[src/rtl/led_indicator_pkg.sv]
// Shared definitions for the indicator LED driver and the upstream status mapper.
package led_indicator_pkg;

  // Per-channel mode code, two bits per channel on the mode bus.
  typedef enum logic [1:0] {
    LED_OFF     = 2'b00,
    LED_ON      = 2'b01,
    LED_BLINK   = 2'b10,
    LED_BREATHE = 2'b11
  } led_mode_e;

  // PWM compare used by both the dimmed-solid and breathing outputs.
  // A full-scale duty gives a solid 1 instead of losing one cycle per period.
  // Callers zero-extend their PWM_BITS-wide values to 16 bits.
  function automatic logic pwm_on(input logic [15:0] cnt,
                                  input logic [15:0] duty,
                                  input logic [15:0] maxl);
    return (duty == maxl) || (cnt < duty);
  endfunction

endpackage

[src/rtl/led_breath_env.sv]
// Breathing envelope for one channel: a triangle level that ramps 0..MAXL..0,
// dwelling for one step at each end, and advances only when step_tick is high.
module led_breath_env #(
  parameter int unsigned PWM_BITS = 4
) (
  input  logic                clk,
  input  logic                rst_n,
  input  logic                step_tick,
  input  logic                restart,
  output logic [PWM_BITS-1:0] level
);

  localparam logic [PWM_BITS-1:0] MAXL = '1;

  logic [PWM_BITS-1:0] level_q, level_d;
  logic                dir_q, dir_d;  // 0 = rising, 1 = falling

  // Next envelope state; a restart wins over a coincident step.
  always_comb begin
    level_d = level_q;
    dir_d   = dir_q;
    if (restart) begin
      level_d = '0;
      dir_d   = 1'b0;
    end else if (step_tick) begin
      if (!dir_q) begin
        if (level_q == MAXL) dir_d   = 1'b1;
        else                 level_d = level_q + 1'b1;
      end else begin
        if (level_q == '0)   dir_d   = 1'b0;
        else                 level_d = level_q - 1'b1;
      end
    end
  end

  // Envelope registers.
  always_ff @(posedge clk or negedge rst_n) begin
    if (!rst_n) begin
      level_q <= '0;
      dir_q   <= 1'b0;
    end else begin
      level_q <= level_d;
      dir_q   <= dir_d;
    end
  end

  assign level = level_q;

endmodule

[src/rtl/led_indicator_ctrl.sv]
// Multi-channel indicator LED pattern generator: off, dimmed-solid, blink and
// breathing per channel, all timed from clk by shared free-running dividers.
module led_indicator_ctrl
  import led_indicator_pkg::*;
#(
  parameter int unsigned N_CH       = 4,
  parameter int unsigned PWM_BITS   = 4,
  parameter int unsigned BLINK_HALF = 25,
  parameter int unsigned STEP_DIV   = 2,
  parameter bit          ACTIVE_LOW = 1'b0
) (
  input  logic                     clk,
  input  logic                     rst_n,
  input  logic                     en,
  input  logic [2*N_CH-1:0]        mode,
  input  logic [N_CH*PWM_BITS-1:0] brightness,
  output logic [N_CH-1:0]          led
);

  localparam logic [PWM_BITS-1:0] MAXL = '1;
  localparam int unsigned BLINK_W = (BLINK_HALF > 1) ? $clog2(BLINK_HALF) : 1;
  localparam int unsigned STEP_W  = (STEP_DIV > 1) ? $clog2(STEP_DIV) : 1;
  localparam logic [BLINK_W-1:0] BLINK_LAST = BLINK_W'(BLINK_HALF - 1);
  localparam logic [STEP_W-1:0]  STEP_LAST  = STEP_W'(STEP_DIV - 1);

  logic [PWM_BITS-1:0] pwm_cnt_q, pwm_cnt_d;
  logic [STEP_W-1:0]   step_cnt_q, step_cnt_d;
  logic [BLINK_W-1:0]  blink_cnt_q, blink_cnt_d;
  logic                blink_ph_q, blink_ph_d;
  logic                pwm_wrap, step_tick;
  logic [N_CH-1:0]     raw;
  logic [N_CH-1:0]     led_q, led_d;

  // Shared timebase: PWM counter, breathing step prescaler and blink divider.
  always_comb begin
    pwm_cnt_d   = pwm_cnt_q + 1'b1;
    pwm_wrap    = (pwm_cnt_q == MAXL);
    step_tick   = pwm_wrap && (step_cnt_q == STEP_LAST);
    step_cnt_d  = step_cnt_q;
    if (pwm_wrap) step_cnt_d = step_tick ? '0 : step_cnt_q + 1'b1;
    blink_cnt_d = blink_cnt_q + 1'b1;
    blink_ph_d  = blink_ph_q;
    if (blink_cnt_q == BLINK_LAST) begin
      blink_cnt_d = '0;
      blink_ph_d  = ~blink_ph_q;
    end
  end

  // Shared timebase registers; they keep running while en is low.
  always_ff @(posedge clk or negedge rst_n) begin
    if (!rst_n) begin
      pwm_cnt_q   <= '0;
      step_cnt_q  <= '0;
      blink_cnt_q <= '0;
      blink_ph_q  <= 1'b0;
    end else begin
      pwm_cnt_q   <= pwm_cnt_d;
      step_cnt_q  <= step_cnt_d;
      blink_cnt_q <= blink_cnt_d;
      blink_ph_q  <= blink_ph_d;
    end
  end

  genvar gi;
  generate
    for (gi = 0; gi < N_CH; gi++) begin : g_ch
      led_mode_e           mode_ch;
      led_mode_e           prev_mode_q, prev_mode_d;
      logic [PWM_BITS-1:0] bright_ch;
      logic [PWM_BITS-1:0] level;
      logic                restart;
      logic                env_tick;
      logic                raw_bit;

      assign mode_ch   = led_mode_e'(mode[2*gi +: 2]);
      assign bright_ch = brightness[PWM_BITS*gi +: PWM_BITS];
      // Envelope restarts on the first cycle of BREATHE and is frozen otherwise.
      assign restart   = (mode_ch == LED_BREATHE) && (prev_mode_q != LED_BREATHE);
      assign env_tick  = step_tick && (mode_ch == LED_BREATHE);

      led_breath_env #(
        .PWM_BITS (PWM_BITS)
      ) u_env (
        .clk       (clk),
        .rst_n     (rst_n),
        .step_tick (env_tick),
        .restart   (restart),
        .level     (level)
      );

      // Remember the previous mode to detect entry into BREATHE.
      always_comb prev_mode_d = mode_ch;

      // Previous-mode register.
      always_ff @(posedge clk or negedge rst_n) begin
        if (!rst_n) prev_mode_q <= LED_OFF;
        else        prev_mode_q <= prev_mode_d;
      end

      // Raw waveform for this channel before gating and polarity.
      always_comb begin
        raw_bit = 1'b0;
        case (mode_ch)
          LED_OFF:     raw_bit = 1'b0;
          LED_ON:      raw_bit = pwm_on(16'(pwm_cnt_q), 16'(bright_ch), 16'(MAXL));
          LED_BLINK:   raw_bit = blink_ph_q;
          LED_BREATHE: raw_bit = pwm_on(16'(pwm_cnt_q), 16'(level), 16'(MAXL));
          default:     raw_bit = 1'b0;
        endcase
      end

      assign raw[gi] = raw_bit;
    end
  endgenerate

  // Global enable gating then output polarity.
  always_comb led_d = (en ? raw : '0) ^ {N_CH{ACTIVE_LOW}};

  // Output register; reset drives every LED to its inactive level.
  always_ff @(posedge clk or negedge rst_n) begin
    if (!rst_n) led_q <= {N_CH{ACTIVE_LOW}};
    else        led_q <= led_d;
  end

  assign led = led_q;

endmodule

[config.mk]
export PLATFORM = sky130hd
export DESIGN_NAME = led_indicator_ctrl
export DESIGN_NICKNAME = d
export VERILOG_FILES = /design/src/rtl/led_indicator_pkg.sv /design/src/rtl/led_breath_env.sv /design/src/rtl/led_indicator_ctrl.sv
export SDC_FILE = /design/constraint.sdc
export NUM_CORES = 1
export LEC_CHECK = 0
export BUFFER_PORTS_ARGS = -buffer_cell sky130_fd_sc_hd__clkbuf_2
export CORE_ASPECT_RATIO = 1.5
export CORE_MARGIN = 3
export CORE_UTILIZATION = 56
export DETAILED_ROUTE_END_ITERATION = 8
export PLACE_DENSITY = 0.76
export SLEW_MARGIN = 10
export SYNTH_ARGS = -nofsm -noshare
export SYNTH_HDL_FRONTEND = slang
export SYNTH_HIERARCHICAL = 1
export SYNTH_SLANG_ARGS = --single-unit
[constraint.sdc]
create_clock -name clk -period 2.4 [get_ports clk]
set_clock_uncertainty 0.15 [all_clocks]
set_input_delay 0 -clock clk [delete_from_list [all_inputs] [get_ports clk]]
set_output_delay 0 -clock clk [all_outputs]
set_load 0.03 [all_outputs]
Yosys cells after proc, flatten, opt, wreduce, memory -nomap -nowiden
Cells that the tools add are included.
{"block": "word_totals", "register_bits": 43, "input_bits": 27, "out_inout_bits": 4, "wordCells": 151}
{"block": "classes", "add_sub_neg": 11, "n_lt_le_gt_ge": 8, "n_eq_ne": 34, "muxes": 47, "bitwise_logic": 1, "n_reduce_logical": 33}
{"cell": "two-way mux 4 bit", "n": 21}
{"cell": "== test 4 bit (second input constant)", "n": 9}
{"cell": "less-than comparator 4 bit", "n": 8}
{"cell": "two-way mux 1 bit", "n": 21}
{"cell": "adder 4 x 1 -> 4 bit (second input constant)", "n": 5}
{"cell": "== test 2 bit (second input constant)", "n": 8}
{"cell": "logical NOT 4 bit", "n": 4}
{"cell": "case mux 1 bit (4 select lines)", "n": 4}
{"cell": "subtractor 4 x 1 -> 4 bit (second input constant)", "n": 4}
{"cell": "!= test 3 x 2 -> 1 bit (second input constant)", "n": 4}
{"cell": "!= test 3 bit (second input constant)", "n": 4}
{"cell": "AND reduction 3 bit", "n": 4}
{"cell": "logical AND 1 bit", "n": 9}
{"cell": "== test 2 x 1 -> 1 bit (second input constant)", "n": 4}
{"cell": "logical NOT 2 bit", "n": 4}
{"cell": "logical OR 1 bit", "n": 8}
{"cell": "!= test 2 bit (second input constant)", "n": 4}
{"cell": "nonzero test 2 bit", "n": 4}
{"cell": "adder 5 x 1 -> 5 bit (second input constant)", "n": 1}
{"cell": "== test 5 bit (second input constant)", "n": 1}
{"cell": "two-way mux 5 bit", "n": 1}
{"cell": "adder 1 bit (second input constant)", "n": 1}
{"cell": "NOT 1 bit", "n": 1}

Longest topological paths before layout
{"block": "depth", "word_depth": 5, "depth_mapped": 7}

Cells and area by module
Netlist, hierarchy kept.
{"module": "led_indicator_ctrl", "n_inst": 1, "cells_each": 179, "area_each_um2": 1584.0}
{"module": "led_breath_env (g_ch[0].u_env ...)", "n_inst": 3, "cells_each": 35, "area_each_um2": 356.6}
{"module": "led_breath_env (g_ch[3].u_env)", "n_inst": 1, "cells_each": 33, "area_each_um2": 332.8}

Worst setup path after synthesis
No wires, ideal clock.
{"block": "synth_timing", "path_type": "register -> register", "from": "register pwm_cnt_q[1]", "to": "register g_ch[3].u_env.level_q[3]", "arrival_time_ps": 1829, "slack_ps": 293, "stages_incl_launch_ff": 7, "n_path_buf": 0, "period_less_slack_ps": 2107, "cell_sequence": "dfrtp_1 -> ha_1 -> nand4_1 -> nor2_1 -> o21ai_2 -> nor4_1 -> mux2_1"}
{"block": "synth_via", "elab_chain_cells": 5}
{"item": "start: declaration", "line_no": "led_indicator_ctrl.sv:26", "text": "logic [PWM_BITS-1:0] pwm_cnt_q, pwm_cnt_d;"}
{"item": "start signal: assignment", "line_no": "led_indicator_ctrl.sv:57", "text": "pwm_cnt_q <= pwm_cnt_d;"}
{"item": "== test 4 bit", "line_no": "led_indicator_ctrl.sv:37", "text": "pwm_wrap = (pwm_cnt_q == MAXL);"}
{"item": "logical AND 1 bit", "line_no": "led_indicator_ctrl.sv:38", "text": "step_tick = pwm_wrap && (step_cnt_q == STEP_LAST);"}
{"item": "logical AND 1 bit", "line_no": "led_indicator_ctrl.sv:79", "text": "assign env_tick = step_tick && (mode_ch == LED_BREATHE);"}
{"item": "named net g_ch[3].env_tick", "line_no": "led_indicator_ctrl.sv:72", "text": "logic env_tick;"}
{"item": "nonzero test 2 bit (no line)"}
{"item": "AND reduction 3 bit (no line)"}
{"item": "end signal: assignment", "line_no": "led_breath_env.sv:42", "text": "level_q <= level_d;"}
{"item": "end: declaration", "line_no": "led_breath_env.sv:15", "text": "logic [PWM_BITS-1:0] level_q, level_d;"}
The timed path passes the listed nets, and every way through them passes these cells.
A chain may end at the register's enable or synchronous reset.

Final worst setup path
{"block": "layout_timing", "from": "register pwm_cnt_q[0]", "to": "register g_ch[3].u_env.level_q[3]"}
The elaborated chain is that of the path after synthesis.

==> results.toml <==
[run_status]
status = "finished, final reports clean"

[sta]
finalMaxSlewViolations = 0
tightest_slew_ns = 0.540
slew_headroom = 0.640
fin_crit_ns = 2.21
setup_violations = 0
fin_tns_setup_ns = 0
period_share = 0.923
hold_viol = 0
rsz0062_at_grt = "false"
fmax_mhz = 452

[clock_network]
clkSinkCount = 43
clk_pin_slew_ns = 0.08
cts-root-buf = "clkbuf_8"
h-tree-depth = 2
tritoncts = "yes"
cts.path.max_buffers = 2
cts_buffers = 5
clock_latency_ns = 0.29

[setup_path]
critPathMaxFanout = 7
critPathArrivalTime_ns = 2.24
reg2reg_slack_ns = 0.19
r2r_cells = 6
r2r_start = "pwm_cnt_q[0]"
cp-start-kind = "flop"
required_ns = 2.43
r2r-end = "g_ch[3].u_env/level[3]"
worst_setup_path_end_kind = "flop"
criticalPathCategory = "reg2reg"

[synthesis]
syn_area_sq_um = 2990
ys_seq_area_frac = 0.360
synth.area.top_cells = "dfrtp_1 (36%), ha_1 (15%), a21oi_1 (5.7%)"
synth_warnings = 6
avgSynthCellArea_sq_um = 9.42
async_reset_ff_frac = 1.00
synth_top_flop_cell = "dfrtp_1"
synth-seq-cells = 43
synth_edf_count = 0
yosysTopAreaCell = "dfrtp_1"
yosysTopAreaCellShare = 0.360
yosysUniqueCellTypes = 40
syn_nets = 383
syn_inst = 317

[detailed_routing]
finalWirelength_mm = 6.25
remaining_drc_errors = 0
drt-met1-wl_mm = 2.63
via_per_inst = 5.80
drt_first_pass_iters = 4
route.met2.wl_mm = 3.32
top_layer = "met4"
vias = 2548
drt_iter0_markers = 134
wl_met3_microns = 160
ant_nets = 0
wl_per_cell_microns = 14.2

[floorplanning]
die_area_sq_um = 6260
initial_core_util = 0.597
rows = 31
coreArea_sq_um = 5000
fp.dieW_microns = 65.6
die_h_microns = 95.4
ioPinCount = 31

[place]
gp_congestion = 0.800
hpwl_mm = 4.60
port_buffers = 30

[layout]
layout_commonest_cell = "dfrtp_1"
fill_cells = 393
layout-drive-gt1-share = 0.174
area_growth_pct = 17.2
final_cell_mix = "dfrtp_1 (43), ha_1 (35), inv_1 (34), a21oi_1 (34), clkbuf_2 (30)"
register_area_sq_um = 1080
utilization = 0.699
fin_nets = 438
multi_input_area_sq_um = 1790
diodes = 0

[grt]
grt_usage = 0.228
antenna_found_initial = 0
grt_pass1_vias = 2673
gr-total-overflow = 0
grt_start_max_net_pins = 44
grt_pass1_wl_mm = 11.4

[job]
cap_viol_max_count = 0

[min_path]
hp-class = "in2reg"
holdCritStartpoint = "brightness[13]"
holdPathEnd = "led[3]"
hold_path_depth = 5

[pwr]
p_per_area_nw_per_um2 = 412
ir_drop_uv = 401
leakage_nw = 1.71
[repair_timing]
action                     in CTS  in global routing
buffers inserted                0                  0
resized for setup               0                  1
setup endpoints to repair       0                  1
hold buffers                   10                  0
hold endpoints to repair       55                  0
[registers in the layout, indices dropped and copies added (netlist names)]
register	flops
step_cnt_q	1
g_ch.u_env/level	16
blink_cnt_q	5
led	4
blink_ph_q	1
g_ch.prev_mode_q	8
g_ch.u_env/dir_q	4
pwm_cnt_q	4
[cell families (layout without fill, tap and decap cells)]
group           after synthesis  in the layout  synth area share
compound gates               82             82             0.165
fa+ha+maj                    39             39             0.173
simple gates                105            105             0.210
xor+xnor                      9              9            0.0264
flops                        43             43             0.360
mux                           5              5            0.0222
buf+inv                      34             90            0.0427
[how the worst max path moves through the flow]
| stage | depth (start not counted) | end | start |
|---|---|---|---|
| 4_1_cts | 6 | g_ch[3].u_env/level[3] | pwm_cnt_q[0] |
| 2_1_floorplan | 6 | g_ch[3].u_env/level[3] | pwm_cnt_q[1] |
| 3_3_place_gp | 6 | g_ch[2].u_env/level[3] | pwm_cnt_q[0] |
| 6_report | 6 | g_ch[3].u_env/level[3] | pwm_cnt_q[0] |
| 5_1_grt | 6 | g_ch[2].u_env/level[0] | pwm_cnt_q[0] |
| 3_5_place_dp | 6 | g_ch[3].u_env/level[3] | pwm_cnt_q[0] |
[per-stage QoR]
step                      cell area, sq um  cells  hold WS [ns]  total power, mW  setup slack (ns)
final                                 3500    439        0.0143             1.44             0.186
after global routing                  3500    439        0.0880             1.51          0.000903
after CTS                             3500    439        0.0191             1.46             0.194
after detailed placement              3280    421       -0.0432            0.862             0.200
after global placement                3280    421       -0.0473            0.860             0.323
after floorplan                       2990    317        -0.446            0.800             0.293
[area by class of cell]
cell class | count | share of cell area
tap | 66 | 0.0236
sequential | 43 | 0.307
clock inverter | 2 | 0.0100
multi-input combinational | 240 | 0.510
inverter | 34 | 0.0365
clock buffer | 6 | 0.0236
timing repair buffer | 48 | 0.0887
[where the power goes]
group,switching (mW),internal (mW)
registers,0.00471,0.735
clock network,0.244,0.337
logic,0.0697,0.0502
total,0.318,1.12
[synthesized netlist by cell type (3+ instances only)]
library cell   n
dfrtp_1       43
or4b_4         3
and3b_1        4
nor4b_4        3
nor2_1        21
o22a_1         3
nand3_1       16
inv_1         34
o21ai_0       20
ha_1          35
a21oi_1       34
and2b_2        6
fa_1           4
o21a_1         3
xnor2_1        5
or3_1          5
nand4_1       11
a21boi_0       7
a21o_1         4
xor2_1         4
mux2_4         3
nand2_1       26
[metal layers]
layer,GRT usage,vias to the layer above
met2,0.408,50
met4,0.0934,0
li1,-,1244
met5,0,-
met1,0.269,1240
met3,0.0318,14
[worst max-delay path: stages, from the launching register on]
cell	delay, ns
dfrtp_1	0.36
ha_1	0.21
nand4_1	0.26
nor2_2	0.25
o21ai_2	0.13
nor4_1	0.38
mux2_1	0.36
Power figures use the tool's default switching activity.
